==> src/rtl/ram_rr_arbiter_if.sv <==
// Bundle of the two requester ports and the RAM port that the arbiter sits between.
// The arbiter takes the slave view; the client side (engines plus RAM) takes the master view.
interface ram_rr_arbiter_if #(
  parameter int addressWidth = 5,
  parameter int dataWidth    = 32
);
  logic                    req0;
  logic                    we0;
  logic [addressWidth-1:0] addr0;
  logic [dataWidth-1:0]    din0;
  logic                    gnt0;
  logic                    rvalid0;
  logic [dataWidth-1:0]    rdata0;

  logic                    req1;
  logic                    we1;
  logic [addressWidth-1:0] addr1;
  logic [dataWidth-1:0]    din1;
  logic                    gnt1;
  logic                    rvalid1;
  logic [dataWidth-1:0]    rdata1;

  logic                    ram_en;
  logic                    ram_we;
  logic [addressWidth-1:0] ram_address;
  logic [dataWidth-1:0]    ram_din;
  logic [dataWidth-1:0]    ram_dout;

  modport slave (
    input  req0, we0, addr0, din0, req1, we1, addr1, din1, ram_dout,
    output gnt0, rvalid0, rdata0, gnt1, rvalid1, rdata1,
           ram_en, ram_we, ram_address, ram_din
  );

  modport master (
    output req0, we0, addr0, din0, req1, we1, addr1, din1, ram_dout,
    input  gnt0, rvalid0, rdata0, gnt1, rvalid1, rdata1,
           ram_en, ram_we, ram_address, ram_din
  );
endinterface

==> src/rtl/ram_rr_arbiter.sv <==
// Round-robin arbiter sharing one single-port write-first RAM between two requesters,
// with a bounded burst tenure and per-requester read-data return one cycle after grant.
module ram_rr_arbiter #(
  parameter int addressWidth = 5,
  parameter int dataWidth    = 32,
  parameter int maxBurst     = 4
) (
  input logic             clk,
  input logic             rst_n,
  ram_rr_arbiter_if.slave bus
);
  localparam int cnt_width = $clog2(maxBurst + 1);
  localparam logic [cnt_width-1:0] cnt_max = cnt_width'(maxBurst);

  typedef enum logic [1:0] {IDLE, OWN0, OWN1} owner_t;

  owner_t                  owner, owner_next;
  logic [cnt_width-1:0]    cnt, cnt_next;
  logic                    lp, lp_next;
  logic                    rp0, rp1;
  logic                    gnt0, gnt1;
  logic                    rvalid0, rvalid1;
  logic                    we_sel;
  logic [addressWidth-1:0] addr_sel;
  logic [dataWidth-1:0]    din_sel;

  // The owner keeps the port until its tenure is used up and the other side is waiting.
  always_comb begin
    gnt0 = 1'b0;
    gnt1 = 1'b0;
    if (rst_n) begin
      case (owner)
        OWN0: begin
          if (bus.req0 && (cnt < cnt_max || !bus.req1)) gnt0 = 1'b1;
          else if (bus.req1)                             gnt1 = 1'b1;
        end
        OWN1: begin
          if (bus.req1 && (cnt < cnt_max || !bus.req0)) gnt1 = 1'b1;
          else if (bus.req0)                             gnt0 = 1'b1;
        end
        default: begin
          if (bus.req0 && bus.req1) begin
            gnt0 = lp;
            gnt1 = !lp;
          end else begin
            gnt0 = bus.req0;
            gnt1 = bus.req1;
          end
        end
      endcase
    end
  end

  always_comb begin
    owner_next = IDLE;
    cnt_next   = '0;
    lp_next    = lp;
    if (gnt0) begin
      owner_next = OWN0;
      if (owner == OWN0) begin
        cnt_next = (cnt == cnt_max) ? cnt : cnt + 1'b1;
      end else begin
        cnt_next = cnt_width'(1);
        lp_next  = 1'b0;
      end
    end else if (gnt1) begin
      owner_next = OWN1;
      if (owner == OWN1) begin
        cnt_next = (cnt == cnt_max) ? cnt : cnt + 1'b1;
      end else begin
        cnt_next = cnt_width'(1);
        lp_next  = 1'b1;
      end
    end
  end

  always_ff @(posedge clk) begin
    if (!rst_n) begin
      owner <= IDLE;
      cnt   <= '0;
      lp    <= 1'b1;
      rp0   <= 1'b0;
      rp1   <= 1'b0;
    end else begin
      owner <= owner_next;
      cnt   <= cnt_next;
      lp    <= lp_next;
      rp0   <= gnt0 && !bus.we0;
      rp1   <= gnt1 && !bus.we1;
    end
  end

  always_comb begin
    we_sel   = 1'b0;
    addr_sel = '0;
    din_sel  = '0;
    if (gnt0) begin
      we_sel   = bus.we0;
      addr_sel = bus.addr0;
      din_sel  = bus.din0;
    end else if (gnt1) begin
      we_sel   = bus.we1;
      addr_sel = bus.addr1;
      din_sel  = bus.din1;
    end
  end

  // Pending reads are suppressed while reset is held so nothing leaks out mid-reset.
  assign rvalid0 = rp0 && rst_n;
  assign rvalid1 = rp1 && rst_n;

  assign bus.gnt0        = gnt0;
  assign bus.gnt1        = gnt1;
  assign bus.rvalid0     = rvalid0;
  assign bus.rvalid1     = rvalid1;
  assign bus.rdata0      = rvalid0 ? bus.ram_dout : '0;
  assign bus.rdata1      = rvalid1 ? bus.ram_dout : '0;
  assign bus.ram_en      = gnt0 || gnt1;
  assign bus.ram_we      = we_sel;
  assign bus.ram_address = addr_sel;
  assign bus.ram_din     = din_sel;
endmodule

==> src/flat_wrapper.sv <==
// flat-port wrapper written by rule: the top's interface ports become plain ports
module ram_rr_arbiter_flat 
#(
  parameter int addressWidth = 5,
  parameter int dataWidth    = 32,
  parameter int maxBurst     = 4
)
  (clk, rst_n, bus_req0, bus_we0, bus_addr0, bus_din0, bus_req1, bus_we1, bus_addr1, bus_din1, bus_ram_dout, bus_gnt0, bus_rvalid0, bus_rdata0, bus_gnt1, bus_rvalid1, bus_rdata1, bus_ram_en, bus_ram_we, bus_ram_address, bus_ram_din);
  ram_rr_arbiter_if #(.addressWidth(addressWidth), .dataWidth(dataWidth)) bus_i ();
  input logic clk;
  input logic rst_n;
  input wire logic [$bits(bus_i.req0)-1:0] bus_req0;
  input wire logic [$bits(bus_i.we0)-1:0] bus_we0;
  input wire logic [$bits(bus_i.addr0)-1:0] bus_addr0;
  input wire logic [$bits(bus_i.din0)-1:0] bus_din0;
  input wire logic [$bits(bus_i.req1)-1:0] bus_req1;
  input wire logic [$bits(bus_i.we1)-1:0] bus_we1;
  input wire logic [$bits(bus_i.addr1)-1:0] bus_addr1;
  input wire logic [$bits(bus_i.din1)-1:0] bus_din1;
  input wire logic [$bits(bus_i.ram_dout)-1:0] bus_ram_dout;
  output wire logic [$bits(bus_i.gnt0)-1:0] bus_gnt0;
  output wire logic [$bits(bus_i.rvalid0)-1:0] bus_rvalid0;
  output wire logic [$bits(bus_i.rdata0)-1:0] bus_rdata0;
  output wire logic [$bits(bus_i.gnt1)-1:0] bus_gnt1;
  output wire logic [$bits(bus_i.rvalid1)-1:0] bus_rvalid1;
  output wire logic [$bits(bus_i.rdata1)-1:0] bus_rdata1;
  output wire logic [$bits(bus_i.ram_en)-1:0] bus_ram_en;
  output wire logic [$bits(bus_i.ram_we)-1:0] bus_ram_we;
  output wire logic [$bits(bus_i.ram_address)-1:0] bus_ram_address;
  output wire logic [$bits(bus_i.ram_din)-1:0] bus_ram_din;
  assign bus_i.req0 = bus_req0;
  assign bus_i.we0 = bus_we0;
  assign bus_i.addr0 = bus_addr0;
  assign bus_i.din0 = bus_din0;
  assign bus_i.req1 = bus_req1;
  assign bus_i.we1 = bus_we1;
  assign bus_i.addr1 = bus_addr1;
  assign bus_i.din1 = bus_din1;
  assign bus_i.ram_dout = bus_ram_dout;
  assign bus_gnt0 = bus_i.gnt0;
  assign bus_rvalid0 = bus_i.rvalid0;
  assign bus_rdata0 = bus_i.rdata0;
  assign bus_gnt1 = bus_i.gnt1;
  assign bus_rvalid1 = bus_i.rvalid1;
  assign bus_rdata1 = bus_i.rdata1;
  assign bus_ram_en = bus_i.ram_en;
  assign bus_ram_we = bus_i.ram_we;
  assign bus_ram_address = bus_i.ram_address;
  assign bus_ram_din = bus_i.ram_din;
  ram_rr_arbiter #(.addressWidth(addressWidth), .dataWidth(dataWidth), .maxBurst(maxBurst)) u_core (.clk(clk), .rst_n(rst_n), .bus(bus_i));
endmodule
==> config.mk <==
export PLATFORM = sky130hd
export DESIGN_NAME = ram_rr_arbiter_flat
export DESIGN_NICKNAME = d
export VERILOG_FILES = /design/src/rtl/ram_rr_arbiter_if.sv /design/src/rtl/ram_rr_arbiter.sv /design/src/flat_wrapper.sv
export SDC_FILE = /design/constraint.sdc
export NUM_CORES = 1
export LEC_CHECK = 0
export ABC_AREA = 0
export ABC_CLOCK_PERIOD_IN_PS = 4200
export CAP_MARGIN = 20
export CORE_MARGIN = 10
export CORE_UTILIZATION = 27
export CTS_CLUSTER_SIZE = 24
export DETAILED_ROUTE_END_ITERATION = 10
export PLACE_DENSITY_LB_ADDON = 0.05
export SYNTH_ARGS = -nofsm -noshare
export SYNTH_HDL_FRONTEND = slang
export SYNTH_SLANG_ARGS = --single-unit
==> constraint.sdc <==
create_clock -name clk -period 4.2 [get_ports clk]
set_clock_uncertainty 0.15 [all_clocks]
set_input_delay 0.42 -clock clk [delete_from_list [all_inputs] [get_ports clk]]
set_output_delay 0.42 -clock clk [all_outputs]
set_load 0.01 [all_outputs]
==> run metrics <==
outcome=finished, final reports clean; Die Height=about 96 um; Max stage delay cell, worst path=clkdlybuf4s50_1; Initial Util=between 20 and 30%; total negative setup slack=0 ns; area of the multi-input gates=1160 um^2; end-of-flow core utilization=approximately 67%; Port Buf Inserts=218; GRT Max-Usage Layer=met2; critical path fanouts, max=42; Post-Route WL=just under 10 mm; Hold Crit Class=reg2reg; min cycle time layout=about 3.4 ns; initial antenna violation count=0; hold_ws=about 0.44 ns; core region area=approximately 5500 um^2; post-synth cell types=36; grt ovf=0; pre-CTS WS=about 0.77 ns; worst IR drop on VDD=about 0.00012 V; largest area contributor in the netlist=and3_1; Slew Limit Fails=0; Critical Path End Type=output port; yosys warns=0; Post-CTS Setup Inserts=0; pin count of the biggest net entering global routing=about 70; routability congestion estimate=about 0.77; H-tree depth=1; Finish-stage setup viols=0; Post-Syn Area per Cell=about 8 um^2; post-route ant nets=0; Syn Nets=slightly above 300; Area Overhead vs Synth=138%; Sw Ratio=between 30% and 40%; CTS sink cnt=8; met3 GRT Util=under 10%; R2R setup slack=between 1.5 and 2 ns; flop and latch count out of synthesis=8; fill count=~470; synth top area cells=and3_1 26%, a32o_2 19%, dfxtp_1 10%; worst-margin pin slew=~0.91 ns; drt initial violations=205; post-DR wirelength/cell=around 21 um; chip width=roughly 96 um; final worst slack=~0.76 ns; Leak=between 1.5 and 2 nW; commonest non-fill, non-tap cell in the layout=clkdlybuf4s50_1; first-pass GRT wire length=14.0 mm; RSZ-0062 raised after global routing=false; worst skew pair latency=around 0.23 ns; Hold Buf Count CTS=0; top cell type's share of synthesized area=roughly a quarter; CP peak stage delay=0.61 ns; final hold viol count=0; post-CTS sizing=0; Seq/Total Area, Yosys=10.3%; P_sw=0.200 mW; power density over the cells=157 nW/um^2; I/O pin count=~220; worst path cell trace=clkdlybuf4s50_1 -> nand2_1 -> o41a_2 -> clkinv_2 -> a32o_2 -> clkdlybuf4s50_1; register area=~160 um^2; Layout Nets=approximately 500; Mapped Cells=between 150 and 200; Root Driver=clkbuf_8; GRT met1 Usage=18.8%; Longest Clk Path Bufs=2; f_max=291 MHz; Arr. time, crit path=between 2 and 3 ns; via count=around 2,400; number of vias per cell=approximately 5.2; drc violations=0; post-detail-place hpwl=a little over 8 mm; clk slew on worst S/H paths=0.04 ns; combinational share of power=approximately two thirds; Top cell by count, worst path=clkdlybuf4s50_1; Int Power=~0.38 mW; GRT met2 Usage=36.5%; Clk pwr share=~16%; die area=roughly 9000 um^2; cell area after synthesis=1550 um^2; CP startpoint kind=input port; critical path class=in2out; Num CTS Buffers=3; Total GRT Usage=about 19%; Worst slew margin=39.2%; Rows=27; ant diodes=0; Critical Path RT=~3.6 ns; layout cells sized above 1=10.7%; Flop pwr share=between 15 and 20%; First-pass DRT Iterations=4; number of global-route vias before repair=~2,400; commonest non-fill, non-tap cells in the layout=218 x clkdlybuf4s50_1, 65 x and3_1, 26 x a32o_2; number of max-cap violations=0; Final period util=approximately 82%; TritonCTS clock tree=built
[final timing paths]
| kind | from | endpoint | cells after the start |
|---|---|---|---|
| hold reg to reg | u_core.lp | u_core.lp | 2 |
| hold / removal | u_core.lp | u_core.lp | 2 |
| setup / recovery | rst_n | bus_ram_din[7] | 6 |
| setup reg to reg | u_core.owner[0] | u_core.cnt[0] | 6 |
[registers in the layout, summed over array words and instances (netlist names)]
signal,count
u_core.rp0,1
u_core.rp1,1
u_core.owner,2
u_core.cnt,3
u_core.lp,1
[per-stage QoR]
stage	cells	power, mW	instance area [um^2]
2_1_floorplan	189	0.282	1550
3_3_place_gp	453	0.488	3640
3_5_place_dp	453	0.491	3640
4_1_cts	456	0.585	3680
5_1_grt	456	0.617	3680
6_report	456	0.580	3680
[per-layer routing]
metal | wire [um] | up-vias | part of all wire (%)
met5 | 0 | - | 0
li1 | - | 1148 | -
met1 | 3370 | 1065 | 35
met2 | 4850 | 145 | 50
met3 | 1240 | 13 | 13
met4 | 175 | 0 | 1.8
[power by group through the flow]
stage | clock (mW) | sequential, mW | combinational (mW)
after floorplan | 0 | 0.0887 | 0.194
after global placement | 0 | 0.0961 | 0.392
final | 0.0913 | 0.0953 | 0.394
after detailed placement | 0 | 0.0963 | 0.394
after global routing | 0.0969 | 0.0968 | 0.423
after CTS | 0.0925 | 0.0952 | 0.398
[cell usage after synthesis]
master / number
nor3_1: 4
o41a_2: 1
o211ai_1: 2
o21ai_0: 4
or3_2: 1
clkinv_2: 1
xnor2_1: 1
ha_1: 4
o2111a_1: 1
o2111ai_1: 1
nand2_1: 5
and2_1: 3
inv_1: 5
a31o_2: 1
a32o_1: 12
clkbuf_1: 15
buf_4: 1
nand2b_1: 1
dfxtp_1: 8
and3_1: 65
nand4_1: 1
a32o_2: 26
o221a_1: 1
or2_1: 1
buf_2: 3
a21boi_4: 1
o21a_4: 1
a21oi_1: 2
nand3b_1: 1
nor2b_4: 1
buf_8: 4
buf_6: 6
nor2_1: 2
o31ai_4: 1
nor3_2: 1
nand3_1: 1
[area by class of cell]
type | count | area share [%]
inverters | 6 | 0.645
well taps | 72 | 2.44
flip-flops and latches | 8 | 4.35
repair buffers | 221 | 59.8
multi-input cells | 146 | 31.6
clock buffers | 3 | 1.12
[cell families after synthesis]
group / Yosys count / synth area share (%)
AND/OR/NAND/NOR: 87 / 34.5
AO/OA/AOI/OAI: 54 / 36.5
buffers and inverters: 35 / 14.9
flip-flops: 8 / 10.3
adder cells (fa/ha/maj): 4 / 3.23
XOR/XNOR: 1 / 0.566
[worst max-delay path: cells and delay by family]
family                 cells  cell delay, ns
buffers and inverters      3            1.59
AOI/OAI and AO/OA          2            0.77
and+or+nand+nor            1            0.08
Note: power is estimated with default switching activity, not from simulation.
==> patch (same flow settings) <==
Encoding of `owner_t`: now one-hot (3 bits for 3 values).
--- a/src/rtl/ram_rr_arbiter.sv
+++ b/src/rtl/ram_rr_arbiter.sv
@@ -12,7 +12,7 @@
   localparam int cnt_width = $clog2(maxBurst + 1);
   localparam logic [cnt_width-1:0] cnt_max = cnt_width'(maxBurst);
 
-  typedef enum logic [1:0] {IDLE, OWN0, OWN1} owner_t;
+  typedef enum logic [2:0] {IDLE = 3'b001, OWN0 = 3'b010, OWN1 = 3'b100} owner_t;
 
   owner_t                  owner, owner_next;
   logic [cnt_width-1:0]    cnt, cnt_next;
Behaviour: no difference found for any inputs over 10 cycles, from zero or initial values and one cycle with rst_n low; not proved beyond that.
==> patch against the original RTL <==
Worst setup slack improved by 0.074 ns. Synthesized cell count unchanged. Power increased by 10%. Cell area decreased by 0.10%. Fmax increased by 2.2%. Area after synthesis decreased by 2.7%. Routed wire length decreased by 2.6%. Sequential cell count increased by 1. Critical path type unchanged. Critical endpoint is now bus_ram_din[25]. Largest power group unchanged.
==> patch: results (changes against the original RTL) <==
Outcome - completed
Crit path DAT - 2.79 ns (-0.08 ns)
Diodes inserted - 0 (unchanged)
Drt total wl - 9388 µm (-2.6%)
Multiplexer share of the synthesized area - 0% (unchanged)
R2r setup slk - 2.25 ns (+0.26 ns)
CTS clk-pin slew, worst paths - 0.04 ns (about the same)
HPWL Detailed - 8047 µm (-0.20%)
Skew-Pair Late Insertion Delay - 0.23 ns (about the same)
Routability cong. - 0.8100 (+5.2%)
Clock Root Buffer - clkbuf_8
Via count - 2284 (-3.7%)
Synth area leaders - and3_1 (27%), a22o_1 (22%), dfxtp_1 (12%)
Post_cts resized - 0 (unchanged)
Hold Buf Count CTS - 0 (unchanged)
Crit Reg-Reg Endpoint - u_core.cnt[0]$_SDFF_PN0_
Distinct cells, synth - 38 (+5.6%)
Synth warn - 0 (unchanged)
Hold wc startpoint - u_core.lp$_SDFFE_PN1P_
Worst-margin pin slew - 0.9095 ns (-0.001829 ns)
Vias in the first global route - 2304 (-3.2%)
IO buf count - 218 (unchanged)
TritonCTS Buffers - 3 (unchanged)
Largest registers - u_core.cnt (3), u_core.owner (3)
Post-CTS Setup Bufs - 0 (unchanged)
Leak pwr - 1.610 nW (-3.1%)
Uppermost layer routed - met4
Final nets - 505 (+0.60%)
Reg2Reg Launch Point - u_core.owner[1]$_SDFF_PN0_
Peak VDD IR - 109.5 µV (-5.0%)
Hold Path End - u_core.lp$_SDFFE_PN1P_
Met2 WL - 4936 µm (+1.7%)
Pre-antenna DRT Iters - 4 (unchanged)
Complex-gate fraction of the synthesized area - 33.94% (-2.6 points)
GRT Util Overall - 18.90% (-0.44 points)
Setup WS pre-CTS - 0.8406 ns (+0.07335 ns)
Synth top cells by count - and3_1 (66), a22o_1 (38), clkbuf_1 (13), buf_6 (10), dfxtp_1 (9)
Largest net degree at the start of global routing - 45 (-34%)
Post-Synth Adder-Cell Area - 1.660% (-1.6 points)
CTS H-tree depth - 1 (unchanged)
Async S/R FF share, synth - 0% (unchanged)
Largest fanout on the critical path - 44 (+4.8%)
Worst Reg-to-Reg Cells - 5 (-1)
First-pass GRT wire length - 13340 µm (-4.6%)
Metal3 WL - 1179 µm (-4.6%)
Initial antenna violation count - 0 (unchanged)
DR iter-0 viols - 65 (-68%)
Synth Area in XOR/XNOR - 1.826% (+1.3 points)
Wire length on met1 - 3118 µm (-7.6%)
HP Class - flop to flop
Final TNS setup - 0 ns (unchanged)
Seq/Total Area, Yosys - 11.95% (+1.6 points)
Syn Nets - 303 (-0.66%)
Fraction of layout cells with a size suffix above 1 - 4.615% (-6.1 points)
WHS Path Cells - 2 (unchanged)
Dominant synthesized flop cell - dfxtp_1
CTS max path bufs - 2 (unchanged)
==> patch: changes by cell type after synthesis, moves of 3 or more <==
cell,before,now
a32o_2,26,0
buf_6,6,10
inv_1,5,8
nor3_1,4,0
o211ai_2,0,3
buf_8,4,0
a32o_1,12,0
nor2b_1,0,4
a22o_1,0,38
==> patch: cells by family after synthesis <==
group                      count (synthesis)
xor gates and xnor gates                   1
and+or+nand+nor                           87
adders and majority gates                  2
buffers and inverters                     34
AOI/OAI and AO/OA                         56
DFF                                        9
==> patch: per-layer routing <==
layer	GRT usage, %	vias to the layer above
met3	9.675	10
met2	35.24	113
met1	17.88	1036
met4	4.863	0
met5	0	-
li1	-	1125
==> patch: worst max path at each step <==
stage | end | slack, ns | cells after the start | startpoint
2_1_floorplan | bus_ram_din[26] | 2.19 | 5 | rst_n
3_3_place_gp | bus_ram_din[14] | 0.86 | 7 | bus_req0
3_5_place_dp | bus_ram_din[5] | 0.84 | 7 | bus_req0
4_1_cts | bus_ram_din[5] | 0.83 | 7 | bus_req0
5_1_grt | bus_ram_din[14] | 0.71 | 7 | bus_req0
6_report | bus_ram_din[25] | 0.84 | 7 | bus_req0
==> patch: final cells by class <==
type / count / area, µm²
timing repair buffer: 222 / 2212
fill: 487 / 1792
multi-input combinational: 146 / 1120
sequential: 9 / 180.2
tap: 72 / 90.09
clock buffer: 4 / 45.04
inverter: 9 / 33.78
==> patch: worst max-delay path, stage by stage <==
cell and delay, ns:
clkdlybuf4s50_1 0.64, inv_2 0.06, o32a_4 0.39, a21oi_4 0.11, buf_4 0.39, a22o_1 0.21, clkdlybuf4s50_1 0.57
==> patch: where the power goes <==
group / internal [W] / total, W / leakage (nW) / switching, W
combinational: 0.000265 / 0.000423 / 1.51 / 0.000159
clock: 0.0000659 / 0.0000981 / 0.0228 / 0.0000322
sequential: 0.0000955 / 0.000120 / 0.0743 / 0.0000242
total: 0.000426 / 0.000641 / 1.61 / 0.000215
==> patch: stage by stage <==
step           area (µm²)  power (W)  utilization, %  hold slack (ns)  cells
2_1_floorplan        1508  0.0003041               -           0.3244    189
3_3_place_gp         3636  0.0005434           66.44           0.3425    458
3_5_place_dp         3636  0.0005474           66.44           0.3493    458
4_1_cts              3681  0.0006496           67.26           0.3549    462
5_1_grt              3681  0.0006821           67.26           0.3860    462
6_report             3681  0.0006409           67.26           0.3507    462
